<file path="src/rtl/alu_ctrl_seq.sv">
// Sequenced operand loader for the board ALU: buttons are synchronised and debounced, then edge-detected, and loads are forced into the order A -> B -> opcode.
// Optional feature macro: ALU_CTRL_DEBOUNCE_EN (debounce counters); without it the synchronised level is used directly.
module ALU #(
  parameter int SIZEDATA = 8,
  parameter int SIZEOP   = 6
) (
  input  logic signed [SIZEDATA-1:0] DATOA,
  input  logic signed [SIZEDATA-1:0] DATOB,
  input  logic        [SIZEOP-1:0]   OPCODE,
  output logic signed [SIZEDATA-1:0] RESULT
);
  always_comb begin
    RESULT = '0;
    case (OPCODE)
      6'h20: RESULT = DATOA + DATOB;
      6'h22: RESULT = DATOA - DATOB;
      6'h24: RESULT = DATOA & DATOB;
      6'h25: RESULT = DATOA | DATOB;
      6'h26: RESULT = DATOA ^ DATOB;
      6'h27: RESULT = ~(DATOA | DATOB);
      6'h2A: RESULT = {{(SIZEDATA-1){1'b0}}, (DATOA < DATOB)};
      default: RESULT = '0;
    endcase
  end
endmodule

module alu_ctrl_seq #(
  parameter int SIZEDATA        = 8,
  parameter int SIZEOP          = 6,
  parameter int N_BUTTONS       = 3,
  parameter int DEBOUNCE_CYCLES = 16
) (
  input  logic                 CLK,
  input  logic                 RESET,
  input  logic [SIZEDATA-1:0]  SWITCHES,
  input  logic [N_BUTTONS-1:0] BUTTONS,
  output logic [SIZEDATA-1:0]  LEDS,
  output logic                 VALID,
  output logic [2:0]           STATE
);
  typedef enum logic [2:0] {
    IDLE   = 3'd0,
    HAVE_A = 3'd1,
    HAVE_B = 3'd2,
    EXEC   = 3'd3,
    DONE   = 3'd4
  } state_t;

  // Parameter sanity: these blocks are empty and exist only to flag illegal configurations.
  if (SIZEOP > SIZEDATA) begin : g_bad_sizeop
  end
  if (N_BUTTONS != 3 || DEBOUNCE_CYCLES < 2) begin : g_bad_buttons
  end

  logic [N_BUTTONS-1:0] sync_p0, sync_p1, deb, deb_q, p;
  state_t state, state_nxt;
  logic signed [SIZEDATA-1:0] datoa, datob, result;
  logic [SIZEOP-1:0] opcode;
  logic ld_a, ld_b, ld_op, ld_res, clr_valid;

  // Stage p0/p1: two-flop synchroniser on the raw buttons
  always_ff @(posedge CLK or posedge RESET) begin
    if (RESET) begin
      sync_p0 <= '0;
      sync_p1 <= '0;
    end else begin
      sync_p0 <= BUTTONS;
      sync_p1 <= sync_p0;
    end
  end

`ifdef ALU_CTRL_DEBOUNCE_EN
  localparam int CNT_W = (DEBOUNCE_CYCLES > 2) ? $clog2(DEBOUNCE_CYCLES) : 1;
  // Debounce: level flips on the edge where the counter would reach DEBOUNCE_CYCLES-1
  for (genvar i = 0; i < N_BUTTONS; i++) begin : g_deb
    logic [CNT_W-1:0] cnt;
    logic             lvl;
    always_ff @(posedge CLK or posedge RESET) begin
      if (RESET) begin
        cnt <= '0;
        lvl <= 1'b0;
      end else if (sync_p1[i] == lvl) begin
        cnt <= '0;
      end else if (cnt == CNT_W'(DEBOUNCE_CYCLES - 2)) begin
        cnt <= '0;
        lvl <= ~lvl;
      end else begin
        cnt <= cnt + 1'b1;
      end
    end
    assign deb[i] = lvl;
  end
`else
  assign deb = sync_p1;
`endif

  // Edge detect: one-cycle pulse per accepted rising level
  always_ff @(posedge CLK or posedge RESET) begin
    if (RESET) deb_q <= '0;
    else       deb_q <= deb;
  end
  assign p = deb & ~deb_q;

  always_ff @(posedge CLK or posedge RESET) begin
    if (RESET) state <= IDLE;
    else       state <= state_nxt;
  end

  always_comb begin
    state_nxt = state;
    ld_a      = 1'b0;
    ld_b      = 1'b0;
    ld_op     = 1'b0;
    ld_res    = 1'b0;
    clr_valid = 1'b0;
    case (state)
      IDLE:   if (p[0]) begin ld_a = 1'b1; state_nxt = HAVE_A; end
      HAVE_A: if (p[1]) begin ld_b = 1'b1; state_nxt = HAVE_B; end
      HAVE_B: if (p[2]) begin ld_op = 1'b1; state_nxt = EXEC; end
      EXEC:   begin ld_res = 1'b1; state_nxt = DONE; end
      DONE:   if (p[0]) begin ld_a = 1'b1; clr_valid = 1'b1; state_nxt = HAVE_A; end
      default: state_nxt = IDLE;
    endcase
  end

  always_ff @(posedge CLK or posedge RESET) begin
    if (RESET) begin
      datoa  <= '0;
      datob  <= '0;
      opcode <= '0;
      LEDS   <= '0;
      VALID  <= 1'b0;
    end else begin
      if (ld_a)  datoa  <= SWITCHES;
      if (ld_b)  datob  <= SWITCHES;
      if (ld_op) opcode <= SWITCHES[SIZEOP-1:0];
      if (ld_res) begin
        LEDS  <= result;
        VALID <= 1'b1;
      end else if (clr_valid) begin
        VALID <= 1'b0;
      end
    end
  end

  ALU #(.SIZEDATA(SIZEDATA), .SIZEOP(SIZEOP)) u_alu (
    .DATOA (datoa),
    .DATOB (datob),
    .OPCODE(opcode),
    .RESULT(result)
  );

  assign STATE = state;
endmodule

</file>
<file path="config.mk">
export PLATFORM = sky130hd
export DESIGN_NAME = alu_ctrl_seq
export DESIGN_NICKNAME = d
export VERILOG_FILES = /design/src/rtl/alu_ctrl_seq.sv
export SDC_FILE = /design/constraint.sdc
export NUM_CORES = 1
export LEC_CHECK = 0
export CAP_MARGIN = 20
export CORE_MARGIN = 4
export CORE_UTILIZATION = 50
export CTS_CLUSTER_DIAMETER = 100
export DETAILED_ROUTE_END_ITERATION = 16
export PLACE_DENSITY = 0.79
export SLEW_MARGIN = 0
export SYNTH_ARGS = -nofsm -noshare
export SYNTH_HDL_FRONTEND = slang
export SYNTH_SLANG_ARGS = --single-unit
</file>
<file path="constraint.sdc">
create_clock -name CLK -period 3 [get_ports CLK]
set_input_delay 0.45 -clock CLK [delete_from_list [all_inputs] [get_ports CLK]]
set_output_delay 0.45 -clock CLK [all_outputs]
set_load 0.1 [all_outputs]
</file>
==> impl_metrics.csv <==
group,metric,value,unit
final_layout,n_antenna_cell,0,
floorplanning,coreArea,0.00520,mm^2
timing,finalCriticalPeriod,2.38,ns
floorplanning,initial_core_util,52.6,%
yosys,ys_seq_area_share,39.3,%
yosys,netlist_top_cells_area,"dfrtp_1 39%, ha_1 12%, mux2_2 5.3%",
global_routing,grt_pass1_wl,10200,um
routing,vias_per_cell,5.70,
timing,hold_viol,0,
cts,cts.sinks,43,
cts,path_clk_slew,0.09,ns
yosys,synth_compound_area_share,18.5,%
floorplanning,ios,25,
global_routing,grt_usage,19.9,%
final_layout,drive_gt1_share,17.4,%
placement,placed_cell_area,0.00304,mm^2
yosys,netlist_area,0.00274,mm^2
floorplanning,die_height,82.0,um
worst_setup_path,cp_cell_sequence,"inv_1, ha_1, a21oi_2, o211ai_2, o41ai_1, xnor2_1, a221o_1, a22o_1",
status,status,"complete, no violations",
cts,cts_buffer_depth,2,
timing,tightest_slew,0.796,ns
yosys,ys_types,57,
timing,whs,0.358,ns
yosys,synthMuxAreaShare,6.08,%
cts,h-tree-depth,2,
final_layout,design_area,0.00314,mm^2
global_routing,grt_max_degree,21,
cts,clkLatencyLatePin,0.30,ns
yosys,synth_xor_area_share,2.24,%
final_layout,nets,345,
yosys,synth_cells,274,
worst_setup_path,slowest_delay,0.41,ns
routing,routed_wl,6030,um
timing,fmax,421,MHz
floorplanning,die_area,0.00673,mm^2
yosys,synth_fa_ha_area_share,13.3,%
yosys,synth_top_family_by_area,"compound AO/OA/AOI/OAI gates",
worst_hold_path,hold_path.class,"flip-flop to flip-flop",
floorplanning,die_x,82.0,um
worst_setup_path,cp_data_arrival_time,2.57,ns
worst_setup_path,crit_type,"flip-flop to flip-flop",
timing,slew_headroom,46.4,%
timing,finClkSkew,0.00382,ns
floorplanning,placementRows,26,
yosys,yosysTopAreaCell,"dfrtp_1",
yosys,synth_top_flop_cell,"dfrtp_1",
timing,finalMaxSlewViolations,0,
routing,post-route-drc-count,0,
worst_setup_path,ff2ff_path_depth,8,
cts,cts_root_buf,"clkbuf_8",
global_routing,grt_pass1_vias,2067,
timing,finalSetupTns,0,ns
cts,cts_post_setup_buffers_inserted,0,
worst_setup_path,critPathRequiredTime,3.20,ns
worst_setup_path,cp_slowest_cell,"dfrtp_1",
global_routing,met3_usage,4.39,%
cts,cts_tree,"built",
global_routing,antenna_found_initial,0,
routing,post_drt_wl_per_cell,16.1,um
timing,rsz0062_at_grt,"false",
routing,drt-initial-drc-count,177,
yosys,avgSynthCellArea,10.0,um^2
cts,cts_buffers,5,
yosys,synth_top_area_share,39.3,%
yosys,synthSimpleGateAreaFrac,14.8,%
routing,antenna_left,0,
timing,setup_viol,0,
yosys,async_flop_share,100,%
placement,routabilityCongestion,0.980,
placement,io_buffers,24,
flow_run,drv_cap,0,
timing,post-route-period-util,79.2,%
global_routing,grt_util_met1,27.3,%
yosys,ys_ff_latch,43,
worst_setup_path,start_kind,"flip-flop",
global_routing,gr-total-overflow,0,
yosys,synth-edff-count,0,
final_layout,area_delta_synth_final,14.6,%
cts,postCtsHoldBufs,0,
yosys,ys_warn_count,0,
placement,dp_hpwl,4590,um
yosys,synth_nets,315,
global_routing,gr-max-usage-layer,"met2",
cts,ctsResizeCount,0,
worst_setup_path,path_max_fanout,4,
routing,vias,2138,
global_routing,gr-usage-met2,31.8,%
routing,firstDrtPassIters,5,
worst_hold_path,holdPathStages,0,
worst_setup_path,cp-end-kind,"flip-flop",
==> flip-flops by register name (all words and copies together) (netlist names) <==
signal	flops
opcode	6
STATE	3
deb_q	3
deb	3
VALID	1
datoa	8
LEDS	8
sync_p0	3
datob	8
==> final timing paths <==
path,from,endpoint,slack (ns)
max in group asynchronous,RESET,LEDS[5]$_DFFE_PP0P_,2.00
hold reg to reg,sync_p0[0]$_DFF_PP0_,deb[0]$_DFF_PP0_,0.36
hold / removal,sync_p0[0]$_DFF_PP0_,deb[0]$_DFF_PP0_,0.36
setup reg to reg,datoa[1]$_DFFE_PP0P_,LEDS[7]$_DFFE_PP0P_,0.62
setup / recovery,datoa[1]$_DFFE_PP0P_,LEDS[7]$_DFFE_PP0P_,0.62
min in group asynchronous,RESET,datob[6]$_DFFE_PP0P_,0.40
==> cell type report <==
cell class                      instances  area [um^2]
Clock buffer                            5         68.8
Clock inverter                          3         26.3
Fill cell                             454         2070
Inverter                               26         97.6
Multi-Input combinational cell        195         1500
Sequential cell                        43         1080
Tap cell                               70         87.6
Timing Repair Buffer                   33          278
==> per-stage QoR <==
stage                     util (%)  std cells  setup WS [ns]
after floorplan                  -        274          0.598
after global placement        58.5        367          0.756
after detailed placement      58.5        367          0.647
after CTS                     60.3        375          0.621
after global routing          60.3        375          0.478
final                         60.3        375          0.623
==> logic make-up (layout without fill, tap and decap cells) <==
kind of cell | count (synthesis) | count (layout)
AO/OA/AOI/OAI | 69 | 69
XOR/XNOR | 7 | 7
adder cells (fa/ha/maj) | 28 | 28
buffers and inverters | 36 | 67
flip-flops | 43 | 43
multiplexers | 15 | 15
AND/OR/NAND/NOR | 76 | 76
==> critical path, delay by kind of cell, from the launching register on <==
family | cells | cell delay [ns]
XOR/XNOR | 1 | 0.14
AO/OA/AOI/OAI | 5 | 1.25
adder cells (fa/ha/maj) | 1 | 0.30
buffers and inverters | 1 | 0.17
flip-flops | 1 | 0.41
==> Yosys cell counts (2+ instances only) <==
master,n
o31a_1,2
and3_1,2
o21ba_2,3
o21bai_1,2
mux2i_1,2
clkbuf_1,3
nand3_2,2
o21ai_1,3
buf_2,4
xnor2_1,7
nor2_1,16
nand2b_1,7
nand2_1,23
ha_1,26
nand3_1,3
mux2_2,13
buf_6,2
a211oi_1,2
a2bb2oi_1,2
a22o_1,4
nor2b_1,5
a21oi_1,9
o21ai_0,15
nor3_1,5
fa_1,2
nand3b_1,2
o41ai_1,3
or3_1,3
a221o_1,2
a31oi_1,2
inv_1,26
dfrtp_1,43
a221oi_1,5
==> placed cells by master, fill, tap and decap left out, types with 3 or more instances in the layout <==
cell type,n
dfrtp_1,43
ha_1,26
inv_1,25
nand2_1,23
buf_4,21
nor2_1,16
o21ai_0,15
mux2_2,13
clkdlybuf4s50_1,12
a21oi_1,9
nand2b_1,7
xnor2_1,7
nor2b_1,5
nor3_1,5
a221oi_1,5
clkbuf_8,5
a22o_1,4
o21ba_2,3
or3_1,3
o41ai_1,3
nand3_1,3
o21ai_1,3
==> per-layer routing <==
layer	share of wire (%)	up-vias	wire, um
met5	0	-	0
met4	1.4	0	82
met3	6.5	13	390
met2	46	85	2770
met1	46	1008	2790
li1	-	1032	-
Power is not shown: default switching activity piles up to over one toggle a cycle in this logic, so the estimate is an artifact.
